**config.mk**
```make
export PLATFORM = sky130hd
export DESIGN_NAME = list_concat_n
export DESIGN_NICKNAME = d
export VERILOG_FILES = /design/src/rtl/list_pkg.sv /design/src/rtl/req_edge.sv /design/src/rtl/list_concat_n.sv
export SDC_FILE = /design/constraint.sdc
export NUM_CORES = 1
export LEC_CHECK = 0
export ABC_AREA = 0
export CAP_MARGIN = 20
export CELL_PAD_IN_SITES_DETAIL_PLACEMENT = 1
export CELL_PAD_IN_SITES_GLOBAL_PLACEMENT = 1
export CORE_MARGIN = 3
export CORE_UTILIZATION = 40
export CTS_BUF_LIST = sky130_fd_sc_hd__clkbuf_8
export CTS_CLUSTER_SIZE = 10
export DETAILED_ROUTE_END_ITERATION = 6
export HOLD_SLACK_MARGIN = 0.02
export PLACE_DENSITY_LB_ADDON = 0.1
export REMOVE_ABC_BUFFERS = 1
export SETUP_SLACK_MARGIN = 0.02
export SLEW_MARGIN = 5
export SYNTH_ARGS = -nofsm -noshare
export SYNTH_HDL_FRONTEND = slang
export SYNTH_SLANG_ARGS = --single-unit
```
**constraint.sdc**
```tcl
create_clock -name clock -period 4.83 [get_ports clock]
set_clock_uncertainty 0.05 [all_clocks]
set_input_delay 0.966 -clock clock [delete_from_list [all_inputs] [get_ports clock]]
set_output_delay 0.966 -clock clock [all_outputs]
set_load 0.03 [all_outputs]
```
**src/rtl/list_pkg.sv**
```systemverilog
// ---------------------------------------------------------------------------
// list_pkg
// Shared definitions for the req/ack lazy-list fabric.
//   concat_state_t : controller states of the N-way concatenator
//   ELEM_VALID     : value_valid level that accompanies a real element
//   ELEM_END       : value_valid level that, together with ack, ends a list
//   idx_width()    : width of a channel index for an n-way block (minimum 1)
// ---------------------------------------------------------------------------
package list_pkg;

    typedef enum logic [2:0] {
        IDLE  = 3'd0,   // waiting for a downstream request
        FETCH = 3'd1,   // ch_req[sel] high, waiting for ch_ack[sel]
        NEXT  = 3'd2,   // gap cycle between channels, sel advances
        RESP  = 3'd3,   // ack pulse to the consumer
        DONE  = 3'd4    // every channel exhausted
    } concat_state_t;

    localparam logic ELEM_VALID = 1'b1;
    localparam logic ELEM_END   = 1'b0;

    function automatic int idx_width(input int n);
        return (n > 1) ? $clog2(n) : 1;
    endfunction

endpackage

```
**src/rtl/req_edge.sv**
```systemverilog
// ---------------------------------------------------------------------------
// req_edge
// Rising-edge detector for a list request line.
//   clock, reset_n : clock and asynchronous active-low reset
//   ready          : session enable; while low no edge is reported
//   req            : request level from the consumer
//   last_req       : req as sampled at the previous rising edge
//   rise           : combinational, req high now and low last cycle
// ---------------------------------------------------------------------------
module req_edge (
    input  logic clock,
    input  logic reset_n,
    input  logic ready,
    input  logic req,
    output logic last_req,
    output logic rise
);

    // A session clear also tracks req, so a request held high across the
    // clear is not mistaken for a new edge afterwards.
    always_ff @(posedge clock or negedge reset_n) begin
        if (!reset_n) begin
            last_req <= 1'b0;
        end else begin
            // NOTE: sequential state is written with non-blocking assignments
            // so every register samples pre-edge values, whatever the order.
            last_req <= req;
        end
    end

    assign rise = ready & req & ~last_req;

endmodule

```
**src/rtl/list_concat_n.sv**
```systemverilog
// ---------------------------------------------------------------------------
// list_concat_n
// N-way lazy-list concatenator: channel 0's elements, then channel 1's, ...,
// then end-of-list. Exhausted channels are skipped inside one downstream
// request. All outputs are registered.
//   clock, reset_n   : clock, asynchronous active-low reset
//   ready            : session enable, low = synchronous clear
//   ch_req / ch_ack  : per-channel upstream handshake (ch_req one-hot or 0)
//   ch_value         : channel i element at [i*WIDTH +: WIDTH]
//   ch_value_valid   : 0 with ch_ack marks that channel as exhausted
//   req / ack        : downstream request (rising edge) and response pulse
//   value            : element, held between acks
//   value_valid      : 0 with ack marks end of the concatenated list
//   index            : source channel of value
//   count            : valid elements delivered this session (saturating)
// ---------------------------------------------------------------------------
module list_concat_n
    import list_pkg::*;
#(
    parameter  int N     = 2,
    parameter  int WIDTH = 8,
    parameter  int CNT_W = 16,
    localparam int IDX_W = idx_width(N)
) (
    input  logic               clock,
    input  logic               reset_n,
    input  logic               ready,
    output logic [N-1:0]       ch_req,
    input  logic [N-1:0]       ch_ack,
    input  logic [N*WIDTH-1:0] ch_value,
    input  logic [N-1:0]       ch_value_valid,
    input  logic               req,
    output logic               ack,
    output logic [WIDTH-1:0]   value,
    output logic               value_valid,
    output logic [IDX_W-1:0]   index,
    output logic [CNT_W-1:0]   count
);

    concat_state_t    state_q, state_d;
    logic [IDX_W-1:0] sel_q, sel_d;
    logic [N-1:0]     ch_req_d;
    logic             ack_d;
    logic [WIDTH-1:0] value_d;
    logic             value_valid_d;
    logic [IDX_W-1:0] index_d;
    logic [CNT_W-1:0] count_d;

    logic             last_req;
    logic             rise;
    logic             sel_ack;
    logic             sel_valid;
    logic [WIDTH-1:0] sel_value;
    logic             sel_is_last;

    req_edge u_req_edge (
        .clock    (clock),
        .reset_n  (reset_n),
        .ready    (ready),
        .req      (req),
        .last_req (last_req),
        .rise     (rise)
    );

    // Only the selected channel is looked at; acks elsewhere are ignored.
    assign sel_ack     = ch_ack[sel_q];
    assign sel_valid   = ch_value_valid[sel_q];
    assign sel_value   = ch_value[int'(sel_q) * WIDTH +: WIDTH];
    assign sel_is_last = (sel_q == IDX_W'(N - 1));

    function automatic logic [N-1:0] onehot(input logic [IDX_W-1:0] s);
        logic [N-1:0] v;
        v = '0;
        for (int i = 0; i < N; i++) begin
            v[i] = (s == IDX_W'(i));
        end
        return v;
    endfunction

    always_comb begin
        // NOTE: every next value is defaulted before the case so that no
        // path leaves a variable unassigned, which would infer a latch.
        state_d       = state_q;
        sel_d         = sel_q;
        ch_req_d      = ch_req;
        ack_d         = 1'b0;
        value_d       = value;
        value_valid_d = value_valid;
        index_d       = index;
        count_d       = count;

        case (state_q)
            IDLE: begin
                if (rise) begin
                    ch_req_d = onehot(sel_q);
                    state_d  = FETCH;
                end
            end
            FETCH: begin
                if (sel_ack) begin
                    // Drop the request right after the ack so the next fetch
                    // from this channel starts with a fresh rising edge.
                    ch_req_d = '0;
                    if (sel_valid == ELEM_VALID) begin
                        value_d       = sel_value;
                        value_valid_d = ELEM_VALID;
                        index_d       = sel_q;
                        if (count != '1) begin
                            count_d = count + 1'b1;
                        end
                        ack_d   = 1'b1;
                        state_d = RESP;
                    end else if (!sel_is_last) begin
                        // Same downstream request continues on the next channel.
                        state_d = NEXT;
                    end else begin
                        value_valid_d = ELEM_END;
                        ack_d         = 1'b1;
                        state_d       = RESP;
                    end
                end
            end
            NEXT: begin
                sel_d    = sel_q + 1'b1;
                ch_req_d = onehot(sel_q + 1'b1);
                state_d  = FETCH;
            end
            RESP: begin
                // value_valid low here means the list just ended.
                state_d = (value_valid == ELEM_VALID) ? IDLE : DONE;
            end
            DONE: begin
                if (rise) begin
                    value_valid_d = ELEM_END;
                    ack_d         = 1'b1;
                    state_d       = RESP;
                end
            end
            default: begin
                state_d = IDLE;
            end
        endcase
    end

    // NOTE: value/index are single output registers, not a storage array,
    // so they are reset along with the rest of the visible state.
    always_ff @(posedge clock or negedge reset_n) begin
        if (!reset_n) begin
            state_q     <= IDLE;
            sel_q       <= '0;
            ch_req      <= '0;
            ack         <= 1'b0;
            value       <= '0;
            value_valid <= 1'b0;
            index       <= '0;
            count       <= '0;
        end else if (!ready) begin
            state_q     <= IDLE;
            sel_q       <= '0;
            ch_req      <= '0;
            ack         <= 1'b0;
            value       <= '0;
            value_valid <= 1'b0;
            index       <= '0;
            count       <= '0;
        end else begin
            state_q     <= state_d;
            sel_q       <= sel_d;
            ch_req      <= ch_req_d;
            ack         <= ack_d;
            value       <= value_d;
            value_valid <= value_valid_d;
            index       <= index_d;
            count       <= count_d;
        end
    end

endmodule

```
## Word-level counts from Yosys, hierarchy flattened

Cells that the tools add are included.

- Register bits after elaboration: 34
- Output and inout bits: 29

- Add/subtract/negate cells: 2
- $lt $le $gt $ge: 1
- Equality and inequality tests: 16
- Shift-type cells: 1
- Multiplexer cells: 43
- Bitwise operators: 5
- Reduce and logical (&&, ||, !) cells: 6

Operator list:

| operator | number |
|---|---|
| $mux W16 | 5 |
| $mux W8 | 4 |
| $mux W1 | 22 |
| $add A16 B1 Y16 const B | 1 |
| $ne A16 B16 Y1 const B | 1 |
| $shiftx A16 B5 Y8 | 1 |
| $mux W3 | 5 |
| $pmux W3 S5 | 1 |
| $ne A2 B1 Y1 const B | 5 |
| $ne A3 B3 Y1 const B | 3 |
| $reduce_and A3 Y1 | 3 |
| $reduce_and A4 Y1 | 2 |
| $eq A3 B2 Y1 const B | 2 |
| $mux W2 | 3 |
| $pmux W2 S3 | 1 |
| $ne A4 B1 Y1 const B | 1 |
| $ne A4 B4 Y1 const B | 1 |
| $pmux W1 S2 | 2 |
| $eq A3 B1 Y1 const B | 1 |
| $eq A3 B3 Y1 const B | 1 |
| $logic_not A3 Y1 | 1 |
| $ne A3 B1 Y1 const B | 1 |
| $not A1 Y1 | 3 |
| $and A1 B1 Y1 | 2 |
| 2 further kinds | 2 |

## Logic depth before layout (Yosys ltp)

- Depth after elaboration: 6
- Gate-level depth with buffers: 8

## By module

From an unflattened synthesis, not the netlist that was laid out.

- Cell total of the unflattened synthesis: 213
- Area total of the unflattened synthesis: 1966.9 um^2

By module, submodules not included:

| module | instances | cells each | area an instance (um^2) |
|---|---|---|---|
| list_concat_n | 1 | 211 | 1933.1 |
| req_edge | 1 | 2 | 33.8 |

## Least setup slack after synthesis

OpenSTA, ideal clock, no wires.

- Kind: input port to flip-flop
- Start point: in ready
- End point: reg count[2]
- Arrival time: 2.002 ns
- Required time: 4.654 ns
- Slack: 2.651 ns
- Stages: 5
- Cell sequence: nand2_1 > or3_1 > o21ai_2 > nor4_1 > a311o_1

- Longest elaborated chain between the ends: 2
- Elaborated cells on any way between the ends: 6
- Classes of those cells: 4 x eq/ne; 1 x mux; 1 x reduce/logical

Ends and longest elaborated chain:

| element | line | text |
|---|---|---|
| from (decl) | list_concat_n.sv:27 | `input logic ready,` |
| $ne A2 B1 Y1 (no line) | - |  |
| $reduce_and A4 Y1 (no line) | - |  |
| to (signal assigned) | list_concat_n.sv:174 | `count <= count_d;` |
| to (decl) | list_concat_n.sv:37 | `output logic [CNT_W-1:0] count` |

Several ways; a longest one is shown, not always the timed one.
A chain may end at the register's enable or synchronous reset.

## Worst setup path in the final report

- Start point: in ready
- End point: reg count[11]

The elaborated chain is that of the path after synthesis.

==> out/metrics.cfg <==
[critical_path]
crit_fanout = 18
critical_path.cell_chain = clkdlybuf4s50_1 > buf_4 > nand2_1 > or3_1 > o21bai_4 > or2_1 > o21ai_1
slowest_delay_ns = 0.69
critPathKind = in -> reg
crit_family = buffers and inverters
cp-end-kind = flop
worstPathRequired_ns = 4.95
path_buf_inv = 2
critPathSlowestCell = clkdlybuf4s50_1
critPathLaunchType = input port
cp.arrival_ns = 3.16

[synth]
synth_edf_count = 0
synth_warnings = 0
synth_area_leaders = dfrtp_1 (45%), nand2_1 (5.9%), a222oi_1 (4.2%)
synth-main-ff-cell = dfrtp_1
synth_seq_cells = 34
synthCells = 208
avgSynthCellArea_um2 = 9.14
yosysUniqueCellTypes = 44
seq_area_frac_synth_pct = 44.7
synth_top_area_share_pct = 44.7
yosysTopAreaCell = dfrtp_1
async_flop_share_pct = 100
netlist_area_um2 = 1900

[sta]
final.min_clock_period_ns = 3.04
max-slew-margin-rel_pct = 36.3
worst_pin_slew_ns = 0.948
finalHoldViolations = 0
fin_crit_sh_pct = 62.9
fmax_ghz = 0.329
setup_viol = 0
grt_setup_unrepaired = no
timing.setup.tns_ns = 0
drv_slew = 0

[pwr]
netSwitchingPower_uw = 241
p_int_uw = 531
p_clk_share_pct = 32.3
power.share.switching_pct = 31.3
ir_drop_uv = 226
combPwrFrac_pct = 24.4
leakagePower_nw = 1.10
p_seq_share_pct = 43.3
pwr_density_cell_nw_per_um2 = 299

[clocking]
cts_tree = done
cts_buffer_depth = 2
post_cts_resized = 0
cts_root_buffer = clkbuf_8
postCtsSetupBuffers = 0
cts_buffers = 5
clock_latency_ns = 0.29
clkSinkCount = 34
hold_buffers = 0
path_clk_slew_ns = 0.07
htree_num_levels = 2

[floorplan]
die_w_um = 75.0
ios = 53
dieArea_um2 = 5620
core_area_um2 = 4470
rows = 24
start_util_pct = 42.5
die_h_um = 75.0

[cells_and_area]
fin_cells = 313
diodes = 0
drive_above_1_share_pct = 8.05
fillerInstances = 515
area_growth_pct = 35.6
final_area_um2 = 2580
finalNetCount = 285

[min_path]
hp-class = reg -> reg

[global_route]
grt_max_degree = 35
met3_usage_pct = 5.07
use_met1_pct = 27.7
met2_usage_pct = 34.6
track_usage_pct = 21.4
grt-busiest-layer = met2
grt_pass1_vias = 1863
overflow = 0
antenna_found_initial = 0
grt_pass1_wl_mm = 9.06

[placed_design]
placed_cell_area_um2 = 2470
gp_congestion = 0.753
hpwl_mm = 3.77
port_buffers = 52
placedCellCount = 305

[drt]
vias_per_cell = 5.90
antenna_left = 0
drc = 0
dr.pass1.iters = 4
drt-total-wl_mm = 5.55
routedWlPerCell_um = 17.7
vias = 1846
drtIter0Drc = 97

[status]
status = finished, final reports clean

[flow_run]
cap_violations = 0

routing by layer:
layer | part of all wire (%) | wire length, µm
met2 | 48 | 2680
met1 | 46 | 2570
met4 | 1.7 | 94
met5 | 0 | 0
met3 | 3.7 | 207
metrics by stage:
| step | hold WS (ns) | worst slack (ns) | power, mW | utilization [%] |
|---|---|---|---|---|
| 3_5_place_dp | 0.415 | 1.52 | 0.527 | 55.2 |
| 6_report | 0.435 | 1.79 | 0.772 | 57.6 |
| 3_3_place_gp | 0.420 | 1.59 | 0.523 | 55.2 |
| 5_1_grt | 0.467 | 1.69 | 0.809 | 57.6 |
| 2_1_floorplan | 0.479 | 2.52 | 0.439 | - |
| 4_1_cts | 0.440 | 1.81 | 0.778 | 57.6 |
layout by cell type (no fill, tap or decap), drive strengths merged, types with 2 or more instances in the layout:
| cell type | instances |
|---|---|
| clkdlybuf4s50 | 52 |
| dfrtp | 34 |
| nand2 | 30 |
| inv | 16 |
| o21ai | 14 |
| a21oi | 12 |
| nand3 | 9 |
| nor2 | 8 |
| a222oi | 8 |
| clkbuf | 8 |
| nor3 | 7 |
| nand3b | 6 |
| o221ai | 5 |
| nand4 | 4 |
| and3 | 4 |
| mux2i | 4 |
| nand2b | 3 |
| a31oi | 3 |
| and4 | 3 |
| or4 | 3 |
| o31ai | 3 |
| buf | 3 |
| mux2 | 3 |
| and2 | 2 |
| o22ai | 2 |
synthesized netlist by cell type (3+ instances only):
cell type,count
buf_2,3
o31ai_1,3
or4_1,3
mux2i_1,4
clkbuf_1,7
a21oi_1,12
o21ai_0,6
nand2_1,30
nand3b_1,6
inv_1,14
and4_1,3
o221ai_1,5
nand3_1,9
nand2b_1,3
and3_1,4
nand4_1,4
a31oi_1,3
nor3_1,6
a222oi_1,8
o21ai_1,7
nor2_1,8
dfrtp_1,34
power groups by stage:
stage | Combinational [mW] | Clock [mW] | Sequential, mW
floorplan | 0.0735 | 0 | 0.366
global placement | 0.185 | 0 | 0.339
CTS | 0.190 | 0.254 | 0.335
global route | 0.205 | 0.265 | 0.339
finish | 0.188 | 0.249 | 0.335
detailed placement | 0.187 | 0 | 0.339
flip-flops by register name, summed over array words and instances, names as in the netlist:
name	cells
count	16
value	8
state_q	3
ch_req	2
ack	1
index	1
sel_is_last	1
u_req_edge.last_req	1
value_valid	1
kinds of logic after synthesis:
logic type / count (synthesis) / share of synthesized area, %
and+or+nand+nor: 85 / 23.4
AOI/OAI and AO/OA: 53 / 20.7
DFF: 34 / 44.7
buffers and inverters: 26 / 5.33
muxes: 7 / 4.28
xor gates and xnor gates: 2 / 0.921
adders and majority gates: 1 / 0.658
path summary, 6_finish.rpt:
kind	start	end	slack (ns)	cells past startpoint
hold reg to reg	index	index	0.43	1
min in group asynchronous	reset_n	u_req_edge.last_req	1.04	2
hold / removal	index	index	0.43	1
max in group asynchronous	reset_n	value[0]	3.36	2
setup reg to reg	sel_is_last	count[11]	2.51	5
setup / recovery	ready	count[11]	1.79	7
layout make-up:
type | instances | area, µm² | share of cell area, %
multi-input combinational | 148 | 950 | 36.8
sequential | 34 | 851 | 33.0
timing repair buffer | 55 | 543 | 21.1
clock buffer | 8 | 110 | 4.27
tap | 52 | 65.1 | 2.52
inverter | 16 | 60.1 | 2.33
(Power assumes the default switching activity.)
==> RTL edit 1, RTL diff (same flow settings) <==
Encoding of `concat_state_t`: now one-hot (5 bits for 5 states).
--- a/src/rtl/list_pkg.sv
+++ b/src/rtl/list_pkg.sv
@@ -8,12 +8,12 @@
 // ---------------------------------------------------------------------------
 package list_pkg;
 
-    typedef enum logic [2:0] {
-        IDLE  = 3'd0,   // waiting for a downstream request
-        FETCH = 3'd1,   // ch_req[sel] high, waiting for ch_ack[sel]
-        NEXT  = 3'd2,   // gap cycle between channels, sel advances
-        RESP  = 3'd3,   // ack pulse to the consumer
-        DONE  = 3'd4    // every channel exhausted
+    typedef enum logic [4:0] {
+        IDLE  = 5'b00001,   // waiting for a downstream request
+        FETCH = 5'b00010,   // ch_req[sel] high, waiting for ch_ack[sel]
+        NEXT  = 5'b00100,   // gap cycle between channels, sel advances
+        RESP  = 5'b01000,   // ack pulse to the consumer
+        DONE  = 5'b10000    // every channel exhausted
     } concat_state_t;
 
     localparam logic ELEM_VALID = 1'b1;
Formal check against the unedited RTL: same outputs for any inputs over 10 cycles, from zero or initial values and one cycle with reset_n low; not proved beyond that.
==> RTL edit 1 against the unedited design <==
Maximum frequency grew 4.8%. Worst setup slack improved by 0.14 ns. Register-to-register slack worse by 0.06 ns. Sequential cell count increased by 2. Cell area up 9.4%. Worst hold slack better by 0.047 ns. Synthesized area increased by 15%. Routed wire length up 5.3%. Synthesized cell count increased by 12%. Die area increased by 14%. Largest cell class unchanged. Highest routed layer unchanged.
Power is not compared: it rests on default switching activity, and its combinational part moved more than twofold at a synthesized area within 25%.
==> RTL edit 1: results (changes against the unedited design) <==
Run status
  – Outcome: complete, no violations

Setup path
  – Slowest cell on the critical path: clkinv_1
  – WP data arrival: 3.01 ns (-0.15 ns)
  – Setup slack, reg-to-reg: 2.45 ns (-0.06 ns)
  – RR Endpoint: count[2]
  – CP peak stage delay: 0.83 ns (+0.14 ns)
  – CP max FO: 27 (+9)

Finish
  – Fill cell count: 616 (+20%)
  – Largest regs: count (16), value (8), state_q (5)
  – Layout clock buffer count: 7 (-1)
  – Buffer share of cell area: 18.54% (-2.5 points)
  – Clock-cell share of area: 4.479% (+0.21 points)
  – Non-clock inverter count: 9 (-7)
  – Final nets: 301 (+5.6%)
  – Seq cells: 36 (+5.9%)
  – Seq/total area: 31.97% (-1.0 points)
  – Bufs w/o clock: 53 (-3.6%)
  – Layout cells sized above 1: 9.747% (+1.7 points)
  – #MultiIn Comb: 171 (+16%)
  – Layout Cells excl Fill: 347 (+11%)
  – Multi-input gate area: 1149 µm² (+21%)

Placed design
  – Inst Count DP: 339 (+11%)
  – Placer congestion estimate: 0.7616 (+1.2%)
  – Dpl hpwl: 4196 µm (+11%)

Drt
  – DRT iter0 DRCs: 89 (-8.2%)
  – Vias: 2012 (+9.0%)
  – Routed wire length: 5850 µm (+5.3%)

GRT
  – Global Route Usage Sum: 19.89% (-1.5 points)
  – Largest net degree at the start of global routing: 39 (+11%)
  – Number of global-route vias before repair: 2025 (+8.7%)

Yosys
  – Synth cell count leaders: dfrtp_1 (35), a21oi_1 (18), nor2_1 (18)
  – Post-Synth Adder-Cell Area: 0.5727% (-0.085 points)
  – XOR/XNOR Fraction of Synth Area: 0.8018% (-0.12 points)
  – Post-synthesis sequential area ratio: 41.29% (-3.4 points)
  – Top cells by area, synth: dfrtp_1 (40%), mux2i_1 (4.6%), a21oi_1 (4.1%)
  – Compound-cell area share of the yosys netlist: 17.70% (-3.0 points)
  – Post-synthesis mux area share: 4.582% (+0.31 points)

Timing
  – Worst slew pin tran: 0.9015 ns (-0.04625 ns)

Min path
  – Hold path cells: 2 (+1)
  – Worst Min Path Start: ch_req[0]
  – Hold path endpoint: ch_req[0]
-- RTL edit 1: changes by cell type in the layout (fill, tap and decap cells not counted), moves of 7 or more --
cell | before | now
a211oi_1 | 0 | 8
nand2_1 | 30 | 9
a222oi_1 | 8 | 1
nor2_1 | 8 | 18
o21ai_1 | 7 | 0
-- RTL edit 1: worst max-delay path by stage --
stage / startpoint / to / slack, ns
3_5_place_dp: ready / count[14] / 1.55
4_1_cts: ready / value[3] / 1.88
3_3_place_gp: ready / count[8] / 1.68
6_report: ready / value[3] / 1.93
5_1_grt: ready / value[7] / 1.73
2_1_floorplan: ch_ack[0] / count[7] / 2.43
-- RTL edit 1: metal layers --
metal / share of wire [%] / global-route usage [%]
met4: 0.32 / 4.561
met3: 3.5 / 3.047
met5: 0 / 0
met2: 52 / 34.69
met1: 45 / 25.74
-- RTL edit 1: stage by stage --
| stage | worst slack (ns) | area, µm² | hold slack, ns | util, % |
|---|---|---|---|---|
| final | 1.931 | 2821 | 0.4816 | 54.21 |
| after global placement | 1.678 | 2695 | 0.4641 | 51.78 |
| after detailed placement | 1.552 | 2695 | 0.4668 | 51.78 |
| after floorplan | 2.426 | 2085 | 0.4986 | - |
| after CTS | 1.876 | 2821 | 0.4868 | 54.21 |
| after global routing | 1.731 | 2821 | 0.5230 | 54.21 |
-- RTL edit 1: worst register-to-register path, stage by stage (launching register included) --
cell	delay (ns)
dfrtp_1	0.80
and3b_1	0.30
o211ai_1	0.66
nor2_1	0.16
a311oi_1	0.30
-- RTL edit 1: power by group through the flow --
stage	registers, mW	clock network, mW	logic [mW]
3_5_place_dp	0.320	0	0.0724
5_1_grt	0.315	0.318	0.0788
2_1_floorplan	0.322	0	0.0292
3_3_place_gp	0.319	0	0.0710
6_report	0.314	0.294	0.0711
4_1_cts	0.314	0.301	0.0728
==> RTL edit 2, RTL diff (same settings) <==
Without the edit above. Set the parameter `WIDTH` to 9 (it was 8).
--- a/src/rtl/list_concat_n.sv
+++ b/src/rtl/list_concat_n.sv
@@ -18,7 +18,7 @@
     import list_pkg::*;
 #(
     parameter  int N     = 2,
-    parameter  int WIDTH = 8,
+    parameter  int WIDTH = 9,
     parameter  int CNT_W = 16,
     localparam int IDX_W = idx_width(N)
 ) (
Interface: changed (resized ch_value and value); port bits go from 53 to 56. The function was not compared with the original's and may differ.
==> RTL edit 2 against the unedited design <==
Core utilization grew 1.9 points. Worst hold slack better by 0.010 ns. Synthesized area shrank 5.5%. Cell area decreased by 3.6%. Worst setup slack gained 0.23 ns. Die area fell by 5.1%. Sequential cell count rose by 1. Routed wire length down 8.4%.
Power is not compared: it rests on default switching activity, and its combinational part moved more than twofold at a synthesized area within 25%.
==> RTL edit 2: results (changes against the unedited design) <==
GRT
  – Number of global-route vias before repair: 1862 (-0.054%)
  – Global Route Usage Sum: 21.31% (-0.054 points)
  – Largest net degree at the start of global routing: 36 (+2.9%)
  – First-pass GRT wire length: 8832 µm (-2.5%)

Finish
  – Largest regs: count (16), value (9), state_q (3)
  – Layout cells sized above 1: 5.439% (-2.6 points)
  – Multi-input gate area: 829.5 µm² (-13%)
  – Final nets: 265 (-7.0%)
  – Fill cell count: 461 (-10%)

Yosys
  – Top cells by area, synth: dfrtp_1 (49%), a21o_1 (5.8%), a222oi_1 (5.0%)
  – Ys flop type: dfrtp_1
  – Synth cell types: 38 (-14%)
  – Synth cell count leaders: dfrtp_1 (35), nor2_1 (18), a21o_1 (14)
  – Post-synthesis mux area share: 1.114% (-3.2 points)
  – Compound-cell area share of the yosys netlist: 18.87% (-1.8 points)
  – Post-Synth Adder-Cell Area: 0.6964% (+0.038 points)
  – Post-synthesis sequential area ratio: 48.75% (+4.0 points)
  – Post-synth top area share: 48.75% (+4.0 points)
  – XOR/XNOR Fraction of Synth Area: 7.312% (+6.4 points)

Drt
  – DRT iter0 DRCs: 110 (+13%)
  – DR top layer: met4
  – Vias per inst: 5.633 (-4.5%)
  – WL/cell: 17.60 µm (-0.84%)
  – Metal-1 WL: 2212 µm (-14%)
  – Met3 wire length: 260 µm (+26%)
  – Met2 wire length: 2556 µm (-4.6%)

Run status
  – Outcome: complete, no violations

Placed design
  – Placer congestion estimate: 0.7701 (+2.3%)
  – Dpl cell area: 2382 µm² (-3.5%)
  – PortBufs: 55 (+5.8%)
  – Dpl hpwl: 3748 µm (-0.51%)
  – Pre-CTS setup slack: 1.633 ns (+0.1109 ns)

Setup path
  – Slowest cell on the critical path: nor4_2
  – WP data arrival: 3.00 ns (-0.16 ns)
  – Worst Reg-to-Reg Cells: 5 (unchanged)
  – CP max FO: 20 (+2)
  – Setup slack, reg-to-reg: 2.49 ns (-0.02 ns)
  – RR Startpoint: state_q[2]
  – CP peak stage delay: 0.73 ns (+0.04 ns)
  – RR Endpoint: value[0]
  – Crit-path leading delay family: buffers and inverters

Clocking
  – Worst-path clk slew: 0.07 ns (about the same)
  – Post-CTS Setup Bufs: 0 (unchanged)
  – H-tree depth: 2 (unchanged)
  – Post-cts resize count: 0 (unchanged)
  – Root buffer cell: clkbuf_8
  – Inserted Clock Buffers: 5 (unchanged)

Timing
  – Worst slew pin tran: 0.7600 ns (-0.1877 ns)
  – Hold WS: 0.4449 ns (+0.01032 ns)

Pwr
  – P_int: 0.4633 mW
  – Worst vdd ir: 0.1356 mV

Min path
  – Worst min-delay path class: register to register
  – Worst Min Path Start: index
## RTL edit 2: power groups by stage
stage          registers [mW]  logic [mW]  clock network [mW]
2_1_floorplan           0.316      0.0221                   0
3_3_place_gp            0.310      0.0724                   0
3_5_place_dp            0.310      0.0756                   0
4_1_cts                 0.305      0.0764               0.248
5_1_grt                 0.306      0.0822               0.258
6_report                0.305      0.0752               0.243
## RTL edit 2: final cells by class
| cell class | instances | share of cell area, % |
|---|---|---|
| repair buffers | 57 | 22.75 |
| well taps | 50 | 2.516 |
| multi-input cells | 126 | 33.37 |
| flip-flops and latches | 35 | 35.23 |
| clock inverters | 1 | 0.3020 |
| clock buffers | 7 | 3.875 |
| inverters | 13 | 1.963 |
## RTL edit 2: metrics by stage
stage	total power, mW	std cells
floorplan	0.3385	174
global placement	0.3822	281
detailed placement	0.3859	281
CTS	0.6296	289
global route	0.6462	289
finish	0.6229	289
## RTL edit 2: worst register-to-register path: stages (launching register included)
cell      delay [ns]
dfrtp_1         0.50
or3b_1          0.52
a21oi_1         0.44
nor2_1          0.28
a222oi_1        0.36
inv_1           0.07
## RTL edit 2: worst max path at each step
stage | startpoint | end | slack (ns)
3_3_place_gp | ready | value[1] | 1.77
2_1_floorplan | ch_ack[0] | count[10] | 2.72
5_1_grt | ready | value[2] | 1.80
3_5_place_dp | ready | value[0] | 1.63
4_1_cts | ready | value[0] | 1.98
6_report | ready | value[0] | 2.02
## RTL edit 2: kinds of logic after synthesis
logic type	after synthesis
xor gates and xnor gates	15
DFF	35
and+or+nand+nor	63
muxes	2
buffers and inverters	22
adders and majority gates	1
AOI/OAI and AO/OA	45
## RTL edit 2: layer usage
layer / vias up / GRT usage (%)
met2: 49 / 37.93
met3: 6 / 6.612
met4: 0 / 5.123
met5: - / 0
met1: 797 / 24.70
li1: 776 / -
